## src/rtl/queue_cmd_driver_pkg.sv

```systemverilog
// queue_cmd_driver_pkg: opcodes, command field layout and driver FSM states
package queue_cmd_driver_pkg;
   localparam int CMD_W  = 18;
   localparam int DATA_W = 16;
   localparam int OP_HI  = 17;
   localparam int OP_LO  = 16;
   typedef enum logic [1:0] {
      OP_PUSH     = 2'b00,
      OP_POP      = 2'b01,
      OP_PUSHPREV = 2'b10,
      OP_IDLE     = 2'b11
   } op_e;
   typedef enum logic [1:0] {
      S_IDLE      = 2'd0,
      S_WAIT_BUSY = 2'd1,
      S_WAIT_DONE = 2'd2,
      S_RESP      = 2'd3
   } state_e;
endpackage

```

## src/rtl/queue_cmd_fifo.sv

```systemverilog
// queue_cmd_fifo: circular command buffer; pushes are refused while full
module queue_cmd_fifo
   import queue_cmd_driver_pkg::*;
#(
   parameter int DEPTH = 8,
   localparam int AW = $clog2(DEPTH)
) (
   input  logic             clk,
   input  logic             reset,
   input  logic             push,
   input  logic             pop,
   input  logic [CMD_W-1:0] din,
   output logic [CMD_W-1:0] dout,
   output logic [AW:0]      count,
   output logic             full,
   output logic             empty
);
   logic [CMD_W-1:0] mem_q [DEPTH];
   logic [AW-1:0]    head_q, head_d, tail_q, tail_d;
   logic [AW:0]      count_q, count_d;
   logic             do_push, do_pop;
   always_comb begin
      full    = count_q == (AW+1)'(DEPTH);
      empty   = count_q == '0;
      do_push = push && !full;
      do_pop  = pop && !empty;
      head_d  = do_pop ? head_q + 1'b1 : head_q;
      tail_d  = do_push ? tail_q + 1'b1 : tail_q;
      count_d = count_q + (AW+1)'(do_push) - (AW+1)'(do_pop);
      count   = count_q;
      dout    = mem_q[head_q];
   end
   always_ff @(posedge clk) begin
      if (reset) begin
         head_q  <= '0;
         tail_q  <= '0;
         count_q <= '0;
      end else begin
         head_q  <= head_d;
         tail_q  <= tail_d;
         count_q <= count_d;
      end
   end
   always_ff @(posedge clk) begin
      if (do_push) mem_q[tail_q] <= din;
   end
endmodule

```

## src/rtl/queue_cmd_driver.sv

```systemverilog
// queue_cmd_driver: buffers host commands, issues each as a one-cycle go pulse,
// tracks the ready drop/rise handshake and returns one response per command
module queue_cmd_driver
   import queue_cmd_driver_pkg::*;
#(
   parameter int DEPTH   = 8,
   parameter int TIMEOUT = 15,
   parameter int ERRW    = 8
) (
   input  logic             clk,
   input  logic             reset,
   input  logic             cmd_valid,
   input  logic [17:0]      cmd_in,
   output logic             cmd_ready,
   input  logic             q_ready,
   input  logic             q_error,
   input  logic [15:0]      q_rdata,
   output logic             q_go,
   output logic [17:0]      q_cmd,
   output logic             rsp_valid,
   output logic [1:0]       rsp_op,
   output logic [15:0]      rsp_data,
   output logic             rsp_error,
   output logic             rsp_timeout,
   output logic             busy,
   output logic [ERRW-1:0]  err_count
);
   localparam int AW = $clog2(DEPTH);
   localparam int TW = $clog2(TIMEOUT + 1);
   state_e            state_q, state_d;
   logic [TW-1:0]     wait_q, wait_d;
   logic              q_go_q, q_go_d;
   logic [CMD_W-1:0]  q_cmd_q, q_cmd_d;
   logic [DATA_W-1:0] rsp_data_q, rsp_data_d;
   logic              rsp_error_q, rsp_error_d;
   logic              rsp_timeout_q, rsp_timeout_d;
   logic [ERRW-1:0]   err_count_q, err_count_d;
   logic [CMD_W-1:0]  fifo_dout;
   logic [AW:0]       fifo_count;
   logic              fifo_full, fifo_empty;
   logic              issue, waiting, expired, done_ok, timeout_hit;

   queue_cmd_fifo #(.DEPTH(DEPTH)) u_fifo (
      .clk   (clk),
      .reset (reset),
      .push  (cmd_valid),
      .pop   (issue),
      .din   (cmd_in),
      .dout  (fifo_dout),
      .count (fifo_count),
      .full  (fifo_full),
      .empty (fifo_empty)
   );

   // a legitimate handshake edge wins over a timeout landing in the same cycle
   always_comb begin
      issue       = (state_q == S_IDLE) && !fifo_empty && q_ready;
      waiting     = (state_q == S_WAIT_BUSY) || (state_q == S_WAIT_DONE);
      expired     = waiting && (wait_q == TW'(TIMEOUT - 1));
      done_ok     = (state_q == S_WAIT_DONE) && q_ready;
      timeout_hit = expired && !done_ok && !((state_q == S_WAIT_BUSY) && !q_ready);
   end

   always_ff @(posedge clk) begin
      if (reset) begin
         state_q       <= S_IDLE;
         wait_q        <= '0;
         q_go_q        <= 1'b0;
         q_cmd_q       <= '0;
         rsp_data_q    <= '0;
         rsp_error_q   <= 1'b0;
         rsp_timeout_q <= 1'b0;
         err_count_q   <= '0;
      end else begin
         state_q       <= state_d;
         wait_q        <= wait_d;
         q_go_q        <= q_go_d;
         q_cmd_q       <= q_cmd_d;
         rsp_data_q    <= rsp_data_d;
         rsp_error_q   <= rsp_error_d;
         rsp_timeout_q <= rsp_timeout_d;
         err_count_q   <= err_count_d;
      end
   end

   always_comb begin
      state_d = state_q;
      case (state_q)
         S_IDLE:      state_d = issue ? S_WAIT_BUSY : S_IDLE;
         S_WAIT_BUSY: state_d = !q_ready ? S_WAIT_DONE : timeout_hit ? S_RESP : S_WAIT_BUSY;
         S_WAIT_DONE: state_d = (done_ok || timeout_hit) ? S_RESP : S_WAIT_DONE;
         S_RESP:      state_d = S_IDLE;
         default:     state_d = S_IDLE;
      endcase
   end

   // wait counter restarts on every state change so each wait state gets its own budget
   always_comb begin
      wait_d        = (waiting && state_d == state_q) ? wait_q + 1'b1 : '0;
      q_go_d        = issue;
      q_cmd_d       = issue ? fifo_dout : q_cmd_q;
      rsp_data_d    = done_ok ? ((q_cmd_q[OP_HI:OP_LO] == OP_POP) ? q_rdata : '0)
                    : timeout_hit ? '0 : rsp_data_q;
      rsp_error_d   = done_ok ? q_error : timeout_hit ? 1'b1 : rsp_error_q;
      rsp_timeout_d = done_ok ? 1'b0 : timeout_hit ? 1'b1 : rsp_timeout_q;
      err_count_d   = (state_q == S_RESP && rsp_error_q && err_count_q != '1)
                    ? err_count_q + 1'b1 : err_count_q;
      cmd_ready     = !fifo_full;
      q_go          = q_go_q;
      q_cmd         = q_cmd_q;
      rsp_valid     = state_q == S_RESP;
      rsp_op        = q_cmd_q[OP_HI:OP_LO];
      rsp_data      = rsp_data_q;
      rsp_error     = rsp_error_q;
      rsp_timeout   = rsp_timeout_q;
      busy          = (state_q != S_IDLE) || (fifo_count != '0);
      err_count     = err_count_q;
   end
endmodule

```

## config.mk

```make
export PLATFORM = sky130hd
export DESIGN_NAME = queue_cmd_driver
export DESIGN_NICKNAME = d
export VERILOG_FILES = /design/src/rtl/queue_cmd_driver_pkg.sv /design/src/rtl/queue_cmd_fifo.sv /design/src/rtl/queue_cmd_driver.sv
export SDC_FILE = /design/constraint.sdc
export NUM_CORES = 1
export LEC_CHECK = 0
export CELL_PAD_IN_SITES_DETAIL_PLACEMENT = 0
export CELL_PAD_IN_SITES_GLOBAL_PLACEMENT = 2
export CORE_MARGIN = 2
export CORE_UTILIZATION = 41
export DETAILED_ROUTE_END_ITERATION = 12
export HOLD_SLACK_MARGIN = 0.1
export PLACE_DENSITY = 0.84
export SLEW_MARGIN = 40
export SYNTH_ARGS = -nofsm -noshare
export SYNTH_HDL_FRONTEND = slang
export SYNTH_SLANG_ARGS = --single-unit
```

## constraint.sdc

```tcl
create_clock -name clk -period 3.6 [get_ports clk]
set_input_delay 0.9 -clock clk [delete_from_list [all_inputs] [get_ports clk]]
set_output_delay 0.9 -clock clk [all_outputs]
set_load 0.02 [all_outputs]
```

After elaboration in Yosys (flattened, before gate mapping)
Memories as Yosys holds them, arrays and structs flattened. A register that Yosys moved wholly into a read port is not among the register bits.
Cells that the tools add are included.

operators by class
  muxes and demuxes = 12
  reductions and logical operators = 27
  equal/unequal tests = 8
  bitwise logic cells = 1
  $add $sub $neg = 6

operators with widths
  cell                 number
  $mux 16              3
  $logic_and 1x1->1    12
  $add 8x1->8 const B  1
  $eq 4x4->1 const B   2
  $ne 8x8->1 const B   1
  $pmux 2 s4           1
  $add 3x1->3 const B  2
  $mux 1               6
  $logic_not 1->1      5
  $add 4x1->4          1
  $add 4x1->4 const B  1
  $eq 2x1->1 const B   2
  $eq 2x2->1 const B   2
  $logic_not 4->1      1
  $mux 2               2
  $reduce_bool 2->1    2
  $reduce_bool 4->1    1
  $reduce_or 2->1      2
  $sub 4x1->4          1
  $logic_or 1x1->1     3
  $eq 2x2->1           1
  $logic_not 2->1      1
  $not 1->1            1

word-level totals
  register bits = 43
  output and inout port bits = 50
  logic and storage cells = 65
  bits of input ports = 39
  memories = 1
  RAM bits = 144

memories
  memory        depth  bits a word  rd ports  clocked after Yosys merged registers in  wr ports  line                  RTL
  u_fifo.mem_q  8      18           1         1                                        1         queue_cmd_fifo.sv:18  logic [CMD_W-1:0] mem_q [DEPTH];

Logic depth before layout (Yosys ltp)
Gate-level depths: netlist (run 1).

  word-level depth = 12
  mapped depth = 15
  gate-level depth less buffers = 12

Modules after synthesis
A second synthesis (run 1) with hierarchy kept.

second synthesis, totals
  cells, all modules = 519
  area total of the unflattened synthesis = 8,383.0 sq um

by module, submodules not included
  module            cells an instance  area each (sq um)  times used  seq. area each (sq um)
  queue_cmd_fifo    289                6,251.0            1           4,584.4
  queue_cmd_driver  230                2,132.0            1           1,021.0

Least setup slack after synthesis (run 1)
Ideal clock, no wire load.

  kind = register to register
  start = reg u_fifo.count_q[2] (netlist: u_fifo.count[2])
  end = mem u_fifo.mem_q[0][0], enable pin
  clock period less this slack = 3,006 ps
  setup time = 416 ps
  stages on the path, launching flop included = 8
  required time = 3,184 ps
  path buffers = 1
  arrival time = 2,591 ps
  slack = 594 ps
  cells stage by stage = dfxtp_1 inv_1 ha_1 or3b_2 clkbuf_2 nand2_1 or2_2 nor3_1

between the ends
  word-level cells in the longest chain between the ends = 5

ends and longest elaborated chain
  what                          line                    RTL
  from (decl)                   queue_cmd_fifo.sv:20    logic [AW:0] count_q, count_d;
  from (signal assigned)        queue_cmd_fifo.sv:41    count_q <= count_d;
  $eq 4x4->1                    queue_cmd_fifo.sv:23    full = count_q == (AW+1)'(DEPTH);
  $logic_not 1->1               --
  net cmd_ready                 queue_cmd_driver.sv:14  output logic cmd_ready,
  $logic_and 1x1->1             queue_cmd_fifo.sv:25    do_push = push && !full;
  $mux 1                        queue_cmd_fifo.sv:45    if (do_push) mem_q[tail_q] <= din;
  $mux 1 (implied by the code)  queue_cmd_fifo.sv:45
  to (decl)                     queue_cmd_fifo.sv:18

The timed path passes the listed nets, and every way through them passes these cells.

Worst setup path after layout (run 1)
  start = reg state_q[0]
  end = out busy

between the ends
  word-level cells in the longest chain between the ends = 2

ends and longest elaborated chain
  what                    line                     RTL
  from (decl)             queue_cmd_driver.sv:30   state_e state_q, state_d;
  from (signal assigned)  queue_cmd_driver.sv:75   state_q <= state_d;
  $reduce_bool 2->1       queue_cmd_driver.sv:116  busy = (state_q != S_IDLE) || (fifo_count != '0);
  $logic_or 1x1->1        queue_cmd_driver.sv:116
  to (decl)               queue_cmd_driver.sv:25   output logic busy,

Every way passes these cells.

==> results of run 1 <==
-- layout by cell type (no fill, tap or decap), types with 11 or more instances in the layout --
cell type / count
ha_1: 16
mux4_2: 30
clkdlybuf4s50_1: 87
dfxtp_1: 59
nor2_1: 51
nand3_1: 11
edfxtp_1: 144
clkbuf_16: 22
inv_1: 12
a21oi_1: 12
mux2i_1: 20
a22oi_1: 16
buf_4: 17
a211oi_1: 11
-- Yosys cell counts, types with 4 or more instances --
library cell / number
a211oi_1: 11
a211oi_2: 9
a21oi_1: 12
a22oi_1: 16
buf_2: 10
clkbuf_1: 6
dfxtp_1: 61
edfxtp_1: 144
ha_1: 16
inv_1: 12
mux2i_1: 20
mux4_1: 6
mux4_2: 30
nand2_1: 10
nand2b_1: 5
nand3_1: 11
nand4_1: 5
nor2_1: 51
nor2b_1: 4
nor3_1: 4
o21ai_0: 6
xnor2_1: 5
xor2_1: 4
-- cells by family after synthesis --
family	after synthesis	share of synthesized area [%]
buffers and inverters	40	2.92
xor gates and xnor gates	9	0.963
muxes	56	12.6
DFF	205	67.8
AOI/OAI and AO/OA	69	6.56
and+or+nand+nor	107	6.47
adders and majority gates	17	2.69
-- power by group --
part | internal (W) | switching, W | leakage (nW)
Clock | 0.00136 | 0.000900 | 0.360
Sequential | 0.00271 | 0.0000980 | 1.80
Combinational | 0.000705 | 0.000736 | 1.14
Total | 0.00478 | 0.00173 | 3.31
-- registers in the layout, summed over array words and instances (netlist names) --
| name | cells |
|---|---|
| rsp_timeout | 1 |
| state_q | 2 |
| rsp_error | 1 |
| q_cmd | 18 |
| rsp_data | 16 |
| err_count | 8 |
| u_fifo.head_q | 3 |
| u_fifo.count | 4 |
| u_fifo.mem_q | 144 |
| u_fifo.tail_q | 3 |
| wait_q | 4 |
| q_go | 1 |
-- stage by stage --
step	cells	util, %	power [W]	hold slack [ps]
finish	887	51.8	0.00651	468
CTS	887	51.8	0.00660	471
floorplan	503	-	0.00393	462
global route	887	51.8	0.00682	511
global placement	847	47.9	0.00429	459
detailed placement	847	47.9	0.00433	462
-- worst max-delay path, delay by kind of cell (launching register included) --
family,cells,cell delay (ps)
DFF,1,540
and+or+nand+nor,1,120
buffers and inverters,2,780
adders and majority gates,1,250
-- cell type report --
cell class                      instances  area share, %
Sequential cell                       205           54.9
Multi-Input combinational cell        258           23.9
Timing Repair Buffer                  106           10.1
Clock buffer                           25           5.66
Tap cell                              265           3.28
Clock inverter                         15           1.72
Inverter                               13          0.483
-- layer usage --
layer | up-vias | share of wire [%]
li1 | 2163 | -
met1 | 2280 | 45
met2 | 114 | 49
met3 | 27 | 4.5
met4 | 0 | 2.2
met5 | - | 0
-- path summary, 6_finish.rpt --
path / slack, ps / start / cells past startpoint / to
hold / removal: 470 / rsp_error / 2 / rsp_error
setup reg to reg: 1070 / state_q[0] / 11 / u_fifo.count[2]
setup / recovery: 520 / state_q[0] / 4 / busy
hold reg to reg: 470 / rsp_error / 2 / rsp_error
==> results.ini, run 1 <==
[pwr]
ir_drop_uv = 428
powerDensity_nw_per_um2 = 644
p_leak_nw = 3.31

[global_route]
grt_pass1_vias = 4745
grt_usage_pct = 15.3
grt_pass1_wl_um = 25900
grt_overflow = 0
globalRouteMet3Util_pct = 2.74
antenna_found_initial = 0
grt_max_degree = 42
grt_util_met1_pct = 20.3
grtUsageMet2_pct = 26.2
busiest_layer = met2

[placement]
portBuffers = 88
gp_congestion = 0.732
placed_area_sq_um = 9360
pre_cts_ws_ps = 540
dp_hpwl_um = 10100

[floorplanning]
initial_utilization_pct = 41.9
die_h_um = 145
rows = 51
core_area_sq_um = 19500
die-area_sq_um = 21100
ios = 89
fp.dieW_um = 145

[synthesis]
synth_enable_flop_cells = 144
synth_top_area_share_pct = 52.8
synth_seq_area_share_pct = 67.8
synth_top_area_cell = edfxtp_1
synthesis.instances = 503
ys_ff_latch = 205
synth_fp_nets = 559
synthFlopType = edfxtp_1
avgSynthCellArea_sq_um = 16.3
yosys-top-cells-area = edfxtp_1 53%, dfxtp_1 15%, mux4_2 8.3%
synthesis.area_sq_um = 8180
yosysUniqueCellTypes = 52
ys_warn_count = 0
async_flop_share_pct = 0

[timing]
rsz0062_at_grt = no
tns_ps = 0
hold_viol = 0
drv_slew = 0
relSlewSlack_pct = 51.0
min_period_over_period_pct = 85.4
tightest_slew_ps = 735
min_period_ps = 3080
timing.fmax_ghz = 0.325
finalClockSkew_ps = 32.1
fin_ws_ps = 525
setup-violations-final = 0

[clocking]
clockBufferDepth = 3
postCtsSetupBuffers = 0
clock_sinks = 205
cts_resized = 0
cts_buffers = 22
clk_latency_ps = 520
cts_root_buf = clkbuf_16
ctsHoldBuffers = 0
htree_levels = 1
cts.clk_slew.worst_paths_ps = 60
cts_tree = yes

[detailed_routing]
routed_via_density = 5.17
wl_um = 16100
drtIter0Drc = 317
wl_per_cell_um = 18.1
drt_first_pass_iters = 4
ant_nets = 0
drc = 0
vias = 4584

[finish]
nFillCells = 1629
layout-drive-gt1-share_pct = 17.2
antenna_cells = 0
fin_area_sq_um = 10100
area_delta_synth_final_pct = 23.5
seqCellArea_sq_um = 5550
final_nets = 662
multi_input_area_sq_um = 2410

[setup_path]
cp.arrival_ps = 2180
crit_type = register to output port
critPathSlowestCell = clkdlybuf4s50_1
path_cells = inv_1 > ha_1 > nand4_1 > clkdlybuf4s50_1
cp.required_ps = 2700
worst-path-max-fanout = 10
worstSetupStartpointType = register
worst_path_largest_cell_delay_ps = 610
end_kind = output port

[worst_hold_path]
hold_class = register to register

[run_status]
run_status = complete, no violations

[run]
maxCapViolations = 0

Power figures use the tool's default switching activity.
==> inputs of run 2 (changes only) <==
--- a/config.mk
+++ b/config.mk
@@ -7,10 +7,10 @@
 export LEC_CHECK = 0
 export CELL_PAD_IN_SITES_DETAIL_PLACEMENT = 0
 export CELL_PAD_IN_SITES_GLOBAL_PLACEMENT = 2
-export CORE_MARGIN = 2
+export CORE_MARGIN = 5
 export CORE_UTILIZATION = 41
 export DETAILED_ROUTE_END_ITERATION = 12
-export HOLD_SLACK_MARGIN = 0.1
+export HOLD_SLACK_MARGIN = 0.08
 export PLACE_DENSITY = 0.84
 export SLEW_MARGIN = 40
 export SYNTH_ARGS = -nofsm -noshare
==> results.ini, run 2 (synthesis gave the netlist of run 1 again) <==
[run_status]
run_status = complete, no violations

[global_route]
grt_overflow = 0
grt_pass1_vias = 4786
grt_usage_pct = 14.5
grt_max_degree = 39
grt_pass1_wl_um = 25900
antenna_found_initial = 0

[clocking]
clock_sinks = 205
cts_tree = yes
cts.clk_slew.worst_paths_ps = 60
cts_root_buf = clkbuf_16
postCtsSetupBuffers = 0
clk_latency_ps = 510
clockBufferDepth = 3
cts_resized = 0
cts_buffers = 22
htree_levels = 1
ctsHoldBuffers = 0

[run]
maxCapViolations = 0

[placement]
dp_hpwl_um = 10400
portBuffers = 88
gp_congestion = 0.720

[setup_path]
worst-path-max-fanout = 10
cp.required_ps = 2700
cp.arrival_ps = 2170
worstSetupStartpointType = register
crit_type = register to output port
end_kind = output port
crit_end = busy
r2r_cells = 11
crit_start = state_q[0]
r2r_start = state_q[0]
r2r_end = u_fifo.count[2]
regToRegSetupSlack_ps = 1070

[timing]
rsz0062_at_grt = no
relSlewSlack_pct = 51.5
min_period_ps = 3070
setup-violations-final = 0
timing.fmax_ghz = 0.326
finalClockSkew_ps = 14.7
drv_slew = 0
min_period_over_period_pct = 85.2
tightest_slew_ps = 726
hold_viol = 0
tns_ps = 0

[finish]
final_nets = 662
regMostFlops = u_fifo.mem_q
final_cell_mix = 144 x edfxtp_1, 87 x clkdlybuf4s50_1, 59 x dfxtp_1
largest_register_ffs = 144
antenna_cells = 0
area_delta_synth_final_pct = 23.7
nFillCells = 1611
mostFrequentLayoutCell = edfxtp_1
layout-drive-gt1-share_pct = 18.0

[detailed_routing]
wl_um = 16400
drtIter0Drc = 248
routed_via_density = 5.14
vias = 4558
drt_first_pass_iters = 4
ant_nets = 0
wl_per_cell_um = 18.5
drc = 0

[worst_hold_path]
hold_class = register to register
hold_depth = 2

[floorplanning]
die-area_sq_um = 22900
core_area_sq_um = 19500
fp.dieW_um = 151
rows = 51
initial_utilization_pct = 41.9
ios = 89
die_h_um = 151

[pwr]
powerDensity_nw_per_um2 = 645
p_leak_nw = 3.30
ir_drop_uv = 502
power_w = 0.00653

run 2: worst min-delay path by stage:
stage	start	end	slack, ps
3_3_place_gp	rsp_error	rsp_error	460
5_1_grt	q_cmd[10]	q_cmd[10]	510
4_1_cts	rsp_error	rsp_error	470
3_5_place_dp	rsp_error	rsp_error	460
6_report	rsp_error	rsp_error	470
2_1_floorplan	u_fifo.tail_q[0]	u_fifo.tail_q[0]	460
run 2: layout make-up:
class	count	area, sq um	share of cell area, %
sequential	205	5550	54.8
multi-input combinational	258	2410	23.8
timing repair buffer	106	1040	10.2
clock buffer	25	572	5.65
tap	265	332	3.28
clock inverter	15	174	1.72
inverter	13	48.8	0.482
run 2: power breakdown:
group / switching (W) / internal (W) / total, W
registers: 0.000123 / 0.00271 / 0.00283
clock network: 0.000909 / 0.00137 / 0.00228
logic: 0.000704 / 0.000710 / 0.00141
total: 0.00174 / 0.00479 / 0.00653
run 2: stage by stage:
step,hold slack (ps),cells,setup WS (ps),utilization (%),area [sq um]
2_1_floorplan,462,503,594,-,8180
3_3_place_gp,460,847,605,48.0,9370
3_5_place_dp,463,847,546,48.0,9370
4_1_cts,471,887,518,51.8,10100
5_1_grt,513,887,433,51.8,10100
6_report,473,887,532,51.8,10100
run 2: worst max-delay path, stage by stage (launching register included):
cell and delay [ps]:
dfxtp_1 520, inv_1 160, ha_1 250, nand4_1 120, clkdlybuf4s50_1 620
run 2: routing by layer:
metal | GRT usage [%] | vias up | wire length (um)
li1 | - | 2161 | -
met1 | 19.1 | 2253 | 7200
met2 | 24.8 | 118 | 7960
met3 | 2.87 | 26 | 862
met4 | 3.67 | 0 | 354
met5 | 0 | - | 0
==> inputs of run 3 (changes only) <==
--- a/config.mk
+++ b/config.mk
@@ -12,6 +12,7 @@
 export DETAILED_ROUTE_END_ITERATION = 12
 export HOLD_SLACK_MARGIN = 0.08
 export PLACE_DENSITY = 0.84
+export SKIP_LAST_GASP = 1
 export SLEW_MARGIN = 40
 export SYNTH_ARGS = -nofsm -noshare
 export SYNTH_HDL_FRONTEND = slang
==> constraint.sdc (replaced) <==
create_clock -name clk -period 3.6 [get_ports clk]
set_input_delay 1.08 -clock clk [delete_from_list [all_inputs] [get_ports clk]]
set_output_delay 1.08 -clock clk [all_outputs]
set_load 0.02 [all_outputs]
==> results.ini, run 3 (synthesis gave the netlist of run 1 again) <==
[placement]
placed_area_sq_um = 9380
dp_cells = 850
portBuffers = 88
gp_congestion = 0.720
dp_hpwl_um = 10600

[setup_path]
r2r_start = state_q[0]
cp.arrival_ps = 2200
path_delay_family = buffers and inverters
regToRegSetupSlack_ps = 1050
end_kind = output port
crit_type = register to output port
r2r_end = u_fifo.count[2]
worst_path_largest_cell_delay_ps = 620
crit_buf_inv = 2
path_cells = inv_1 > ha_1 > nand4_1 > clkdlybuf4s50_1
cp.required_ps = 2520
r2r_cells = 11
worstSetupStartpointType = register
critPathSlowestCell = clkdlybuf4s50_1
worst-path-max-fanout = 10

[finish]
layout-drive-gt1-share_pct = 16.6
stdcell_count = 890
final_cell_mix = 144 x edfxtp_1, 87 x clkdlybuf4s50_1, 59 x dfxtp_1
final_nets = 665
fin_area_sq_um = 10100
regMostFlops = u_fifo.mem_q
mostFrequentLayoutCell = edfxtp_1
area_delta_synth_final_pct = 23.0
largest_register_ffs = 144
antenna_cells = 0

[floorplanning]
ios = 89
rows = 51
core_area_sq_um = 19500
die_h_um = 151
fp.dieW_um = 151
die-area_sq_um = 22900
initial_utilization_pct = 41.9

[pwr]
p_leak_nw = 3.29
ir_drop_uv = 390
powerDensity_nw_per_um2 = 634
power_w = 0.00638

[clocking]
postCtsSetupBuffers = 0
htree_levels = 1
cts_tree = yes
ctsHoldBuffers = 0
cts_root_buf = clkbuf_16
clockBufferDepth = 3
clock_sinks = 205
clk_latency_ps = 500
cts_resized = 0
cts.clk_slew.worst_paths_ps = 60
cts_buffers = 22

[worst_hold_path]
hold_class = register to register
holdPathEnd = rsp_error
hold_depth = 2
hold_path.startpoint = rsp_error

[detailed_routing]
routed_via_density = 5.22
wl_per_cell_um = 18.4
ant_nets = 0
wl_um = 16300
drc = 0
vias = 4649
drt_first_pass_iters = 4
drtIter0Drc = 277

[timing]
relSlewSlack_pct = 52.6
timing.fmax_ghz = 0.305
tightest_slew_ps = 710
tns_ps = 0
min_period_ps = 3280
finalClockSkew_ps = 12.7
drv_slew = 0
min_period_over_period_pct = 91.1
setup-violations-final = 0
rsz0062_at_grt = no
hold_viol = 0
hold_ws_ps = 479

[global_route]
grt_overflow = 0
grt_pass1_vias = 4857
grt_max_degree = 42
grt_pass1_wl_um = 25900
grt_usage_pct = 14.4
antenna_found_initial = 0

[run]
maxCapViolations = 0

[run_status]
run_status = complete, no violations

-- run 3: cell count changes in the layout (fill, tap and decap cells not counted) --
cell,delta
clkbuf_1,+10
buf_4,+4
clkinv_2,-4
clkinvlp_4,-4
bufinv_16,-2
buf_12,-1
clkbuf_16,+1
clkinv_1,+1
clkinv_4,+1
clkinv_8,-1
clkinvlp_2,-1
inv_6,-1
-- run 3: layout make-up --
| cell class | instances | area, sq um |
|---|---|---|
| timing repair buffer | 109 | 1050 |
| fill | 1651 | 9460 |
| tap | 265 | 332 |
| multi-input combinational | 258 | 2410 |
| clock buffer | 36 | 634 |
| clock inverter | 4 | 46.3 |
| sequential | 205 | 5550 |
| inverter | 13 | 48.8 |
-- run 3: worst max-delay path by stage --
stage / start / to / slack, ps / cells past startpoint
2_1_floorplan: cmd_valid / u_fifo.mem_q[0][0] / 440 / 3
3_5_place_dp: q_ready / u_fifo.count[2] / 390 / 10
5_1_grt: state_q[0] / busy / 230 / 4
4_1_cts: state_q[0] / busy / 310 / 4
3_3_place_gp: q_ready / u_fifo.count[2] / 430 / 10
6_report: state_q[0] / busy / 320 / 4
-- run 3: report_power, final --
group	switching (W)	internal, W
clock	0.000850	0.00127
combinational	0.000700	0.000710
sequential	0.000141	0.00271
total	0.00169	0.00469
-- run 3: routing by layer --
layer | share of wire, % | track usage [%]
met5 | 0 | 0
met4 | 2.0 | 3.45
met2 | 49 | 24.8
met3 | 5.4 | 2.87
met1 | 43 | 18.8
-- run 3: worst min-delay path, cell delays in order, from the launching register on --
cell and delay [ps]:
dfxtp_1 320, inv_1 50, a211oi_1 50
-- run 3: stage by stage --
step	setup slack [ps]	utilization, %
finish	319	51.6
global route	227	51.6
CTS	311	51.5
detailed placement	393	48.1
global placement	426	48.0
floorplan	439	-
